`src/rtl/alu_arb_pkg.sv`:
```
// Shared types and constants for the two-port ALU arbiter.
// State encoding, ALUControl codes and the captured request payload.
package alu_arb_pkg;

  typedef enum logic [1:0] {
    IDLE = 2'd0,
    EXEC = 2'd1,
    HOLD = 2'd2
  } state_t;

  localparam logic [2:0] ALU_ADD = 3'b000;
  localparam logic [2:0] ALU_SUB = 3'b001;
  localparam logic [2:0] ALU_AND = 3'b010;
  localparam logic [2:0] ALU_XOR = 3'b011;
  localparam logic [2:0] ALU_SLT = 3'b101;

  typedef struct packed {
    logic [31:0] a;
    logic [31:0] b;
    logic [2:0]  op;
  } req_t;

endpackage

```
`src/rtl/alu.sv`:
```
// 32-bit combinational ALU driven by a 3-bit ALUControl code.
// Unassigned codes (100, 110, 111) produce zero.
import alu_arb_pkg::*;

module alu (
  input  logic [31:0] a,
  input  logic [31:0] b,
  input  logic [2:0]  alu_control,
  output logic [31:0] result
);

  always_comb begin
    result = 32'd0;
    case (alu_control)
      ALU_ADD: result = a + b;
      ALU_SUB: result = a - b;
      ALU_AND: result = a & b;
      ALU_XOR: result = a ^ b;
      ALU_SLT: result = ($signed(a) < $signed(b)) ? 32'd1 : 32'd0;
      default: result = 32'd0;
    endcase
  end

endmodule

```
`src/rtl/rr_arbiter_2.sv`:
```
// Combinational 2-way round-robin pick; the pointer names the favoured port on a tie.
// A lone valid request always wins regardless of the pointer.
module rr_arbiter_2 (
  input  logic [1:0] valid,
  input  logic       ptr,
  output logic [1:0] grant
);

  always_comb begin
    grant = valid;
    if (valid == 2'b11) begin
      grant = ptr ? 2'b10 : 2'b01;
    end
  end

endmodule

```
`src/rtl/alu_arbiter.sv`:
```
// Round-robin sharing of one ALU between two valid/ready requesters; one op in flight.
// `ALU_ARB_STATS_EN enables per-port accept counters (otherwise they read 0).
import alu_arb_pkg::*;

module alu_arbiter #(
  parameter int CNT_W = 16
) (
  input  logic             clk,
  input  logic             rst_n,
  input  logic             req0_valid,
  output logic             req0_ready,
  input  logic [31:0]      req0_a,
  input  logic [31:0]      req0_b,
  input  logic [2:0]       req0_op,
  input  logic             req1_valid,
  output logic             req1_ready,
  input  logic [31:0]      req1_a,
  input  logic [31:0]      req1_b,
  input  logic [2:0]       req1_op,
  output logic             rsp_valid,
  input  logic             rsp_ready,
  output logic [31:0]      rsp_result,
  output logic             rsp_port,
  output logic [CNT_W-1:0] grant0_cnt,
  output logic [CNT_W-1:0] grant1_cnt
);

  state_t      state, state_nxt;
  logic        ptr;
  logic [1:0]  req_valid;
  logic [1:0]  grant;
  logic        accept;
  req_t        req0_pkt, req1_pkt;
  req_t        opnd;
  logic        opnd_port;
  logic [31:0] alu_y;

  assign req_valid = {req1_valid, req0_valid};
  assign req0_pkt  = '{a: req0_a, b: req0_b, op: req0_op};
  assign req1_pkt  = '{a: req1_a, b: req1_b, op: req1_op};

  rr_arbiter_2 u_rr (
    .valid (req_valid),
    .ptr   (ptr),
    .grant (grant)
  );

  alu u_alu (
    .a           (opnd.a),
    .b           (opnd.b),
    .alu_control (opnd.op),
    .result      (alu_y)
  );

  always_comb begin
    state_nxt  = state;
    req0_ready = 1'b0;
    req1_ready = 1'b0;
    accept     = 1'b0;
    case (state)
      IDLE: begin
        req0_ready = grant[0];
        req1_ready = grant[1];
        if (|grant) begin
          accept    = 1'b1;
          state_nxt = EXEC;
        end
      end
      EXEC:    state_nxt = HOLD;
      HOLD:    if (rsp_ready) state_nxt = IDLE;
      default: state_nxt = IDLE;
    endcase
  end

  always_ff @(posedge clk) begin
    if (!rst_n) begin
      state      <= IDLE;
      ptr        <= 1'b0;
      opnd       <= '0;
      opnd_port  <= 1'b0;
      rsp_valid  <= 1'b0;
      rsp_result <= 32'd0;
      rsp_port   <= 1'b0;
    end else begin
      state <= state_nxt;
      if (accept) begin
        opnd      <= grant[1] ? req1_pkt : req0_pkt;
        opnd_port <= grant[1];
        ptr       <= ~grant[1];
      end
      // HOLD is always entered with rsp_valid set, so HOLD+rsp_ready is the handshake.
      if (state == EXEC) begin
        rsp_result <= alu_y;
        rsp_port   <= opnd_port;
        rsp_valid  <= 1'b1;
      end else if (state == HOLD && rsp_ready) begin
        rsp_valid <= 1'b0;
      end
    end
  end

`ifdef ALU_ARB_STATS_EN
  logic [CNT_W-1:0] cnt0, cnt1;

  always_ff @(posedge clk) begin
    if (!rst_n) begin
      cnt0 <= '0;
      cnt1 <= '0;
    end else if (accept) begin
      if (grant[0]) cnt0 <= cnt0 + CNT_W'(1);
      if (grant[1]) cnt1 <= cnt1 + CNT_W'(1);
    end
  end

  assign grant0_cnt = cnt0;
  assign grant1_cnt = cnt1;
`else
  assign grant0_cnt = '0;
  assign grant1_cnt = '0;
`endif

endmodule

```
`config.mk`:
```
export PLATFORM = sky130hd
export DESIGN_NAME = alu_arbiter
export DESIGN_NICKNAME = d
export VERILOG_FILES = /design/src/rtl/alu_arb_pkg.sv /design/src/rtl/alu.sv /design/src/rtl/rr_arbiter_2.sv /design/src/rtl/alu_arbiter.sv
export SDC_FILE = /design/constraint.sdc
export NUM_CORES = 1
export LEC_CHECK = 0
export ABC_AREA = 1
export BUFFER_PORTS_ARGS = -buffer_cell sky130_fd_sc_hd__buf_2
export CORE_MARGIN = 5
export CORE_UTILIZATION = 55
export CTS_BUF_LIST = sky130_fd_sc_hd__clkbuf_2 sky130_fd_sc_hd__clkbuf_4 sky130_fd_sc_hd__clkbuf_8
export CTS_CLUSTER_DIAMETER = 60
export CTS_CLUSTER_SIZE = 8
export DETAILED_ROUTE_END_ITERATION = 6
export PLACE_DENSITY = 0.88
export SLEW_MARGIN = 5
export SYNTH_ARGS = -nofsm -noshare
export SYNTH_HDL_FRONTEND = slang
export SYNTH_SLANG_ARGS = --single-unit
```
`constraint.sdc`:
```
create_clock -name clk -period 2.31 [get_ports clk]
set_input_delay 0.462 -clock clk [delete_from_list [all_inputs] [get_ports clk]]
set_output_delay 0.462 -clock clk [all_outputs]
set_load 0.05 [all_outputs]
```
-- Yosys cells after proc, flatten, opt, wreduce, memory -nomap -nowiden
Index checks and enable logic that the tools add are counted.
- flip-flop bits (word level): 105
- bits of input ports: 139
- word-level logic and storage cells: 44
- output and inout bits: 68
- order comparisons: 1
- bitwise logic cells: 3
- reduce and logical (&&, ||, !) cells: 6
- muxes and demuxes: 14
- equal/unequal tests: 9
- add/sub/neg operators: 2
- operators with widths (kind ; number):
    32-bit case mux with 5 select lines ; 1
    67-bit two-way mux ; 1
    32-bit adder ; 1
    32-bit AND ; 1
    32-bit < comparator ; 1
    32-bit subtractor ; 1
    32-bit bitwise XOR ; 1
    2-bit two-way mux ; 4
    1-bit two-way mux ; 7
    3-bit by 2-bit equality test with 1-bit output (second input constant) ; 2
    2-bit case mux with 3 select lines ; 1
    2-bit equality test (second input constant) ; 2
    2-bit != test (second input constant) ; 2
    3-bit by 1-bit equality test with 1-bit output (second input constant) ; 1
    3-bit equality test (second input constant) ; 1
    3-bit zero test ; 1
    2-bit by 1-bit equality test with 1-bit output (second input constant) ; 1
    2-bit zero test ; 1
    2-bit AND reduction ; 1
    2-bit nonzero test ; 1
    2-bit OR reduction ; 1
    1-bit logical AND ; 1
    1-bit inverter ; 1

-- Depth between registers and ports, before layout
Gate-level depths: netlist of the first run.
- word-level depth: 5
- mapped depth: 17
- depth with buffers taken out: 17

-- Cells and area by module
From an unflattened synthesis of the first run, not the netlist that was laid out.
- cells, all modules: 2032
- area total of the unflattened synthesis: 10867.9 sq um
- by module, submodules not included (module ; times used ; sequential area each (sq um) ; area each (sq um) ; cells an instance):
    alu ; 1 ; 0.0 ; 5686.7 ; 1183
    alu_arbiter ; 1 ; 2102.0 ; 5159.9 ; 844
    rr_arbiter_2 ; 1 ; 0.0 ; 21.3 ; 5

-- Worst setup path before layout of the first run
OpenSTA, ideal clock, no wires.
- path kind: in2out
- start: input req1_valid
- end: output req0_ready
- setup slack: 0.375 ns
- required time: 1.848 ns
- arrival time: 1.473 ns
- stages: 5
- path buffers: 1
- cell sequence: o21ai_1 -> inv_1 -> nand2_1 -> inv_2 -> clkbuf_1
- longest elaborated chain between the ends: 3
- RTL lines (what ; line ; RTL):
    start: declaration ; alu_arbiter.sv:15 ; input logic req1_valid,
    2-bit equality test ; rr_arbiter_2.sv:11 ; if (valid == 2'b11) begin
    2-bit two-way mux ; rr_arbiter_2.sv:11 ;
    1-bit two-way mux ; alu_arbiter.sv:60 ; case (state)
    end: declaration ; alu_arbiter.sv:11 ; output logic req0_ready,
No other way between the ends.

-- Final worst setup path of the first run
- start: register opnd[35] (netlist name)
- end: register rsp_result[6]
- longest elaborated chain between the ends: 2
- elaborated cells between the ends (all ways): 3
- classes of those cells: add/sub (2); mux (1)
- RTL lines (what ; line ; RTL):
    start: declaration ; alu_arbiter.sv:34 ; req_t opnd;
    start signal: assignment ; alu_arbiter.sv:87 ; opnd <= grant[1] ? req1_pkt : req0_pkt;
    32-bit subtractor or 32-bit adder (tied branches) ; alu.sv:16, alu.sv:15 ;
    32-bit case mux with 5 select lines (*) ; alu.sv:14 ; case (alu_control)
    end signal: assignment ; alu_arbiter.sv:93 ; rsp_result <= alu_y;
    end: declaration ; alu_arbiter.sv:22 ; output logic [31:0] rsp_result,
Mark *: on every way between the ends. The rest lies on a longest branch, timed or not.
A chain may end at the register's enable or synchronous reset.

==> results of run 1 <==
==> cell usage in the layout (no fill, tap or decap), types with 5 or more instances in the layout <==
master    count
clkbuf_8     10
dfxtp_2       7
nor2_2       26
nor2_4        6
nand3b_1      6
o21ai_1      12
nor3_1        8
ha_2         18
buf_4       127
inv_1       275
a21oi_1      73
nand3_2      11
ha_1         35
ha_4         11
buf_2       174
a31oi_1      60
a221oi_1      7
nand2_1     657
inv_2         8
nand2_2      21
o22ai_1      17
a21oi_2      14
nor2_1       88
a22oi_1       5
o21ai_0      39
nand4_1      10
dfxtp_1      97
nand3_1      93
conb_1       32
nand2_4       7
==> registers in the layout (all words and copies together), names as in the netlist <==
register    flops
opnd_port       1
opnd           67
rsp_result     32
ptr             1
rsp_port        1
state           2
rsp_valid       1
==> layer usage <==
layer | track usage | wire, µm
met1 | 0.499 | 16000
met4 | 0.104 | 1130
met2 | 0.511 | 15500
met5 | 0 | 18
met3 | 0.0705 | 4330
==> critical path: stages, from the launching register on <==
cell	delay, ns
dfxtp_4	0.39
inv_1	0.07
ha_2	0.17
inv_2	0.05
fa_2	0.41
nand3_2	0.10
nand2_4	0.09
nand2_4	0.08
nand2_4	0.07
buf_4	0.14
o21ai_0	0.19
a22oi_1	0.10
o21ai_1	0.15
nand2_1	0.08
a21oi_1	0.14
==> cell families (layout without fill, tap and decap cells) <==
| family | Yosys count | in the layout | synth area share |
|---|---|---|---|
| buffers and inverters | 392 | 607 | 0.169 |
| and+or+nand+nor | 947 | 947 | 0.389 |
| adders and majority gates | 66 | 66 | 0.0854 |
| DFF | 105 | 105 | 0.214 |
| AOI/OAI and AO/OA | 243 | 243 | 0.143 |
| other | 1 | 32 | 0.000381 |
==> worst max path at each step <==
stage               slack [ns]  depth (start not counted)             end        from
finish                    0.01                         14   rsp_result[6]    opnd[35]
global placement         -0.18                         16  rsp_result[10]    opnd[35]
floorplan                 0.38                          5      req0_ready  req1_valid
global route             -0.12                         14   rsp_result[6]    opnd[35]
detailed placement       -0.24                         16  rsp_result[26]    opnd[35]
CTS                     0.0005                         17  rsp_result[22]    opnd[35]
==> layout make-up <==
cell class	count	area, µm²
multi-input cells	1288	6710
fillers	1607	5480
flip-flops and latches	105	2110
repair buffers	305	1900
inverters	286	1080
well taps	229	287
clock buffers	10	138
clock inverters	6	70.1
==> where the power goes <==
group | leakage, nW | switching, mW | total (mW) | internal [mW]
clock | 0.105 | 0.820 | 1.28 | 0.460
combinational | 5.50 | 2.81 | 4.38 | 1.57
sequential | 0.864 | 0.139 | 2.12 | 1.98
total | 6.46 | 3.77 | 7.78 | 4.01
==> stage by stage <==
step                       util  setup WS [ns]
after floorplan               -          0.375
after detailed placement  0.647         -0.242
after global routing      0.692         -0.121
final                     0.692         0.0114
after CTS                 0.660       0.000546
after global placement    0.647         -0.179
==> what timing repair did <==
action,4_1_cts,5_1_grt
resized for setup,12,132
setup endpoints to repair,14,26
hold buffers,0,0
pin swaps,2,17
setup buffers,0,10
==> flow_summary.toml, run 1 <==
[clocking]
cts_root_buf = "clkbuf_8"
clk_latency_ns = 0.40
clockBufferDepth = 2
cts.clk_slew.worst_paths_ns = 0.13
cts_tree = "built"
numCtsBuffers = 9
cts_htree_levels = 3
clock-sinks = 105

[final_layout]
final_area_mm2 = 0.0123
fin_cells = 2229
area_growth_pct = 25.0
fin_nets = 2200
insertedDiodeCount = 0
drive_above_1_share = 0.232

[place]
place_inst = 2203
port_buffers = 174
post-dp-hpwl_um = 29000
placed_cell_area_mm2 = 0.0115
place_congestion = 1.02

[hold_path]
hp-class = "in2reg"
hold_path_end = "opnd[36]"
min_path_cells = 3
worstHoldStart = "req0_a[1]"

[run]
maxCapViolCount = 0

[synthesis]
yosysSeqAreaShare = 0.214
synth_cell_type_count = 39
async_reset_ff_frac = 0
yosysTopAreaCell = "nand2_1"
ys_seq_elements = 105
ys.flop_type = "dfxtp_1"
syn_inst = 1754
netlist.area_leader.share = 0.259
yosysWarningCount = 0
yosys-top-cells-count = "679 x nand2_1, 278 x inv_1, 108 x nor2_1"
syn_area_per_cell_um2 = 5.61
synth_most_common_cell = "nand2_1"
synth-edff-count = 0
syn-cell-area_mm2 = 0.00984
yosys-top-cells-area = "nand2_1 26%, dfxtp_1 21%, inv_1 11%"

[critical_path]
cp-start-kind = "flop"
r2r-end = "rsp_result[6]"
crit_type = "reg2reg"
r2r-start = "opnd[35]"
endpoint_kind = "flop"
cp_data_arrival_time_ns = 2.65
reg2reg_setup_slack_ns = 0.01
critical_path_required_ns = 2.66
rr_worst_depth = 14
crit_fanout = 5

[floorplanning]
ioPinCount = 207
rows = 49
start_util = 0.554
fp.dieH_um = 144
die_w_um = 144
dieArea_mm2 = 0.0207
core_area_mm2 = 0.0178

[route]
vias = 12200
drt_drc_violations_left = 0
firstDrtPassIters = 7
ant_nets = 0
routed_wl_um = 37000
drt_iter0_drc = 1238
avgRoutedWirePerCell_um = 16.6
viasPerCell = 5.47

[timing]
tns_ns = 0
fin_crit_sh = 0.995
fmax_ghz = 0.435
skew_ns = 0.0197
tightest_slew_ns = 0.603
relSlewSlack = 0.597
rsz0062_at_grt = "yes"
finalHoldViolations = 0
hold_slack_ns = 0.298
fin_crit_ns = 2.30
drv_slew = 0
finalSetupViolations = 0

[pwr]
power.density_mw_per_mm2 = 633
leakagePower_nw = 6.46
vdd.ir_drop.worst_mv = 0.550
power_mw = 7.78

[global_routing]
grt_pass1_vias = 11000
antenna_found_initial = 1
grt_usage = 0.344
grt_pass1_wl_um = 56200
globalRouteOverflowTotal = 0
grt_max_degree = 68

[run_status]
status = "finished, final reports clean"
Note: power is estimated with default switching activity, not from simulation.
==> run 2, diff against run 1 <==
--- a/config.mk
+++ b/config.mk
@@ -7,11 +7,9 @@
 export LEC_CHECK = 0
 export ABC_AREA = 1
 export BUFFER_PORTS_ARGS = -buffer_cell sky130_fd_sc_hd__buf_2
-export CORE_MARGIN = 5
 export CORE_UTILIZATION = 55
 export CTS_BUF_LIST = sky130_fd_sc_hd__clkbuf_2 sky130_fd_sc_hd__clkbuf_4 sky130_fd_sc_hd__clkbuf_8
 export CTS_CLUSTER_DIAMETER = 60
-export CTS_CLUSTER_SIZE = 8
 export DETAILED_ROUTE_END_ITERATION = 6
 export PLACE_DENSITY = 0.88
 export SLEW_MARGIN = 5
==> flow_summary.toml, run 2 (synthesized netlist as in run 1, its figures left out) <==
[timing]
finalHoldViolations = 0
fin_crit_ns = 2.26
rsz0062_at_grt = "yes"
fin_crit_sh = 0.980
finalSetupViolations = 0
worst_slack_ns = 0.0473
tightest_slew_ns = 0.606
skew_ns = 0.0314
fmax_ghz = 0.442
drv_slew = 0
hold_slack_ns = 0.286
relSlewSlack = 0.595
tns_ns = 0

[route]
firstDrtPassIters = 5
drt_drc_violations_left = 0
drt_iter0_drc = 1600
viasPerCell = 5.49
vias = 12300
routed_wl_um = 36600
avgRoutedWirePerCell_um = 16.3
ant_nets = 0

[floorplanning]
core_area_mm2 = 0.0174
dieArea_mm2 = 0.0184
rows = 48
die_w_um = 136
fp.dieH_um = 136
ioPinCount = 207
start_util = 0.567

[final_layout]
top_register = "opnd"
insertedDiodeCount = 0
area_growth_pct = 25.8
nFillCells = 1505
drive_above_1_share = 0.235
largest_register_ffs = 67
fin_nets = 2217
final_util = 0.714
largestRegisters = "opnd: 67 flops, rsp_result: 32 flops, state: 2 flops"
mostFrequentLayoutCell = "nand2_1"
final_cell_mix = "652 x nand2_1, 277 x inv_1, 174 x buf_2, 145 x buf_4, 99 x dfxtp_1"

[critical_path]
crit_fanout = 9
r2r-end = "rsp_result[31]"
crit_type = "reg2reg"
endpoint_kind = "flop"
cp_data_arrival_time_ns = 2.60
reg2reg_setup_slack_ns = 0.05
cp-start-kind = "flop"
rr_worst_depth = 12
critical_path_required_ns = 2.65
r2r-start = "opnd[28]"

[hold_path]
hold_path_end = "opnd[8]"
min_path_cells = 3
worstHoldStart = "req0_b[5]"
hp-class = "in2reg"

[pwr]
leakagePower_nw = 6.53
vdd.ir_drop.worst_mv = 0.565
power.density_mw_per_mm2 = 627
power_mw = 7.77

[clocking]
clk_latency_ns = 0.42
cts_hold_buf = 0
clock-sinks = 105
numCtsBuffers = 9
cts_tree = "built"
cts.clk_slew.worst_paths_ns = 0.14
cts_htree_levels = 3
clockBufferDepth = 2
cts_root_buf = "clkbuf_8"

[global_routing]
grt_pass1_wl_um = 54900
grt_max_degree = 41
grt_pass1_vias = 10600
globalRouteOverflowTotal = 0
grt_usage = 0.388
antenna_found_initial = 0

[run]
maxCapViolCount = 0

[place]
port_buffers = 174
post-dp-hpwl_um = 28700
dp_slack_ns = -0.239
place_congestion = 1.05

[run_status]
status = "finished, final reports clean"
-- run 2: routing by layer --
metal  part of all wire  track usage  vias up  wire length [µm]
li1                   -            -     5932                 -
met1               0.43        0.550     5518             15800
met2               0.43        0.586      775             15600
met3               0.11       0.0681       78              4130
met4              0.027        0.129        0               980
met5                  0            0        -                 0
-- run 2: repair_timing --
item / 4_1_cts / 5_1_grt
setup endpoints to repair: 10 / 27
buffers inserted: 0 / 5
gates resized for setup: 8 / 126
pin swaps: 0 / 13
-- run 2: cell type report --
cell class | count | area [µm²] | share of cell area
multi-input combinational | 1288 | 6700 | 0.541
sequential | 105 | 2110 | 0.171
timing repair buffer | 322 | 2020 | 0.163
inverter | 286 | 1070 | 0.0867
tap | 225 | 282 | 0.0227
clock buffer | 9 | 124 | 0.0100
clock inverter | 7 | 70.1 | 0.00566
-- run 2: how the worst max path moves through the flow --
| stage | slack [ns] | end | depth (start not counted) | start |
|---|---|---|---|---|
| final | 0.05 | rsp_result[31] | 12 | opnd[28] |
| after global routing | -0.10 | rsp_result[20] | 14 | opnd[13] |
| after CTS | 0.0005 | rsp_result[22] | 16 | opnd[35] |
| after detailed placement | -0.24 | rsp_result[30] | 17 | opnd[35] |
| after global placement | -0.21 | rsp_result[30] | 17 | opnd[35] |
| after floorplan | 0.38 | req0_ready | 5 | req1_valid |
-- run 2: where the power goes --
part	total [mW]	internal (mW)	switching (mW)
combinational	4.41	1.58	2.83
sequential	2.12	1.98	0.136
clock	1.24	0.425	0.820
total	7.77	3.98	3.79
-- run 2: worst max-delay path, cell delays in order, from the launching register on --
cell,delay (ns)
dfxtp_1,0.37
inv_1,0.06
ha_2,0.49
nand2_1,0.11
inv_1,0.09
nand2_1,0.13
nor4_1,0.39
nand2_1,0.13
nand3_1,0.09
nand3_1,0.07
nand3_1,0.09
nand2_1,0.05
a21oi_1,0.12
-- run 2: per-stage QoR --
step	cell area, µm²	cells
after detailed placement	11600	2221
after CTS	11900	2237
after global placement	11600	2221
final	12400	2242
after floorplan	9960	1785
after global routing	12400	2242
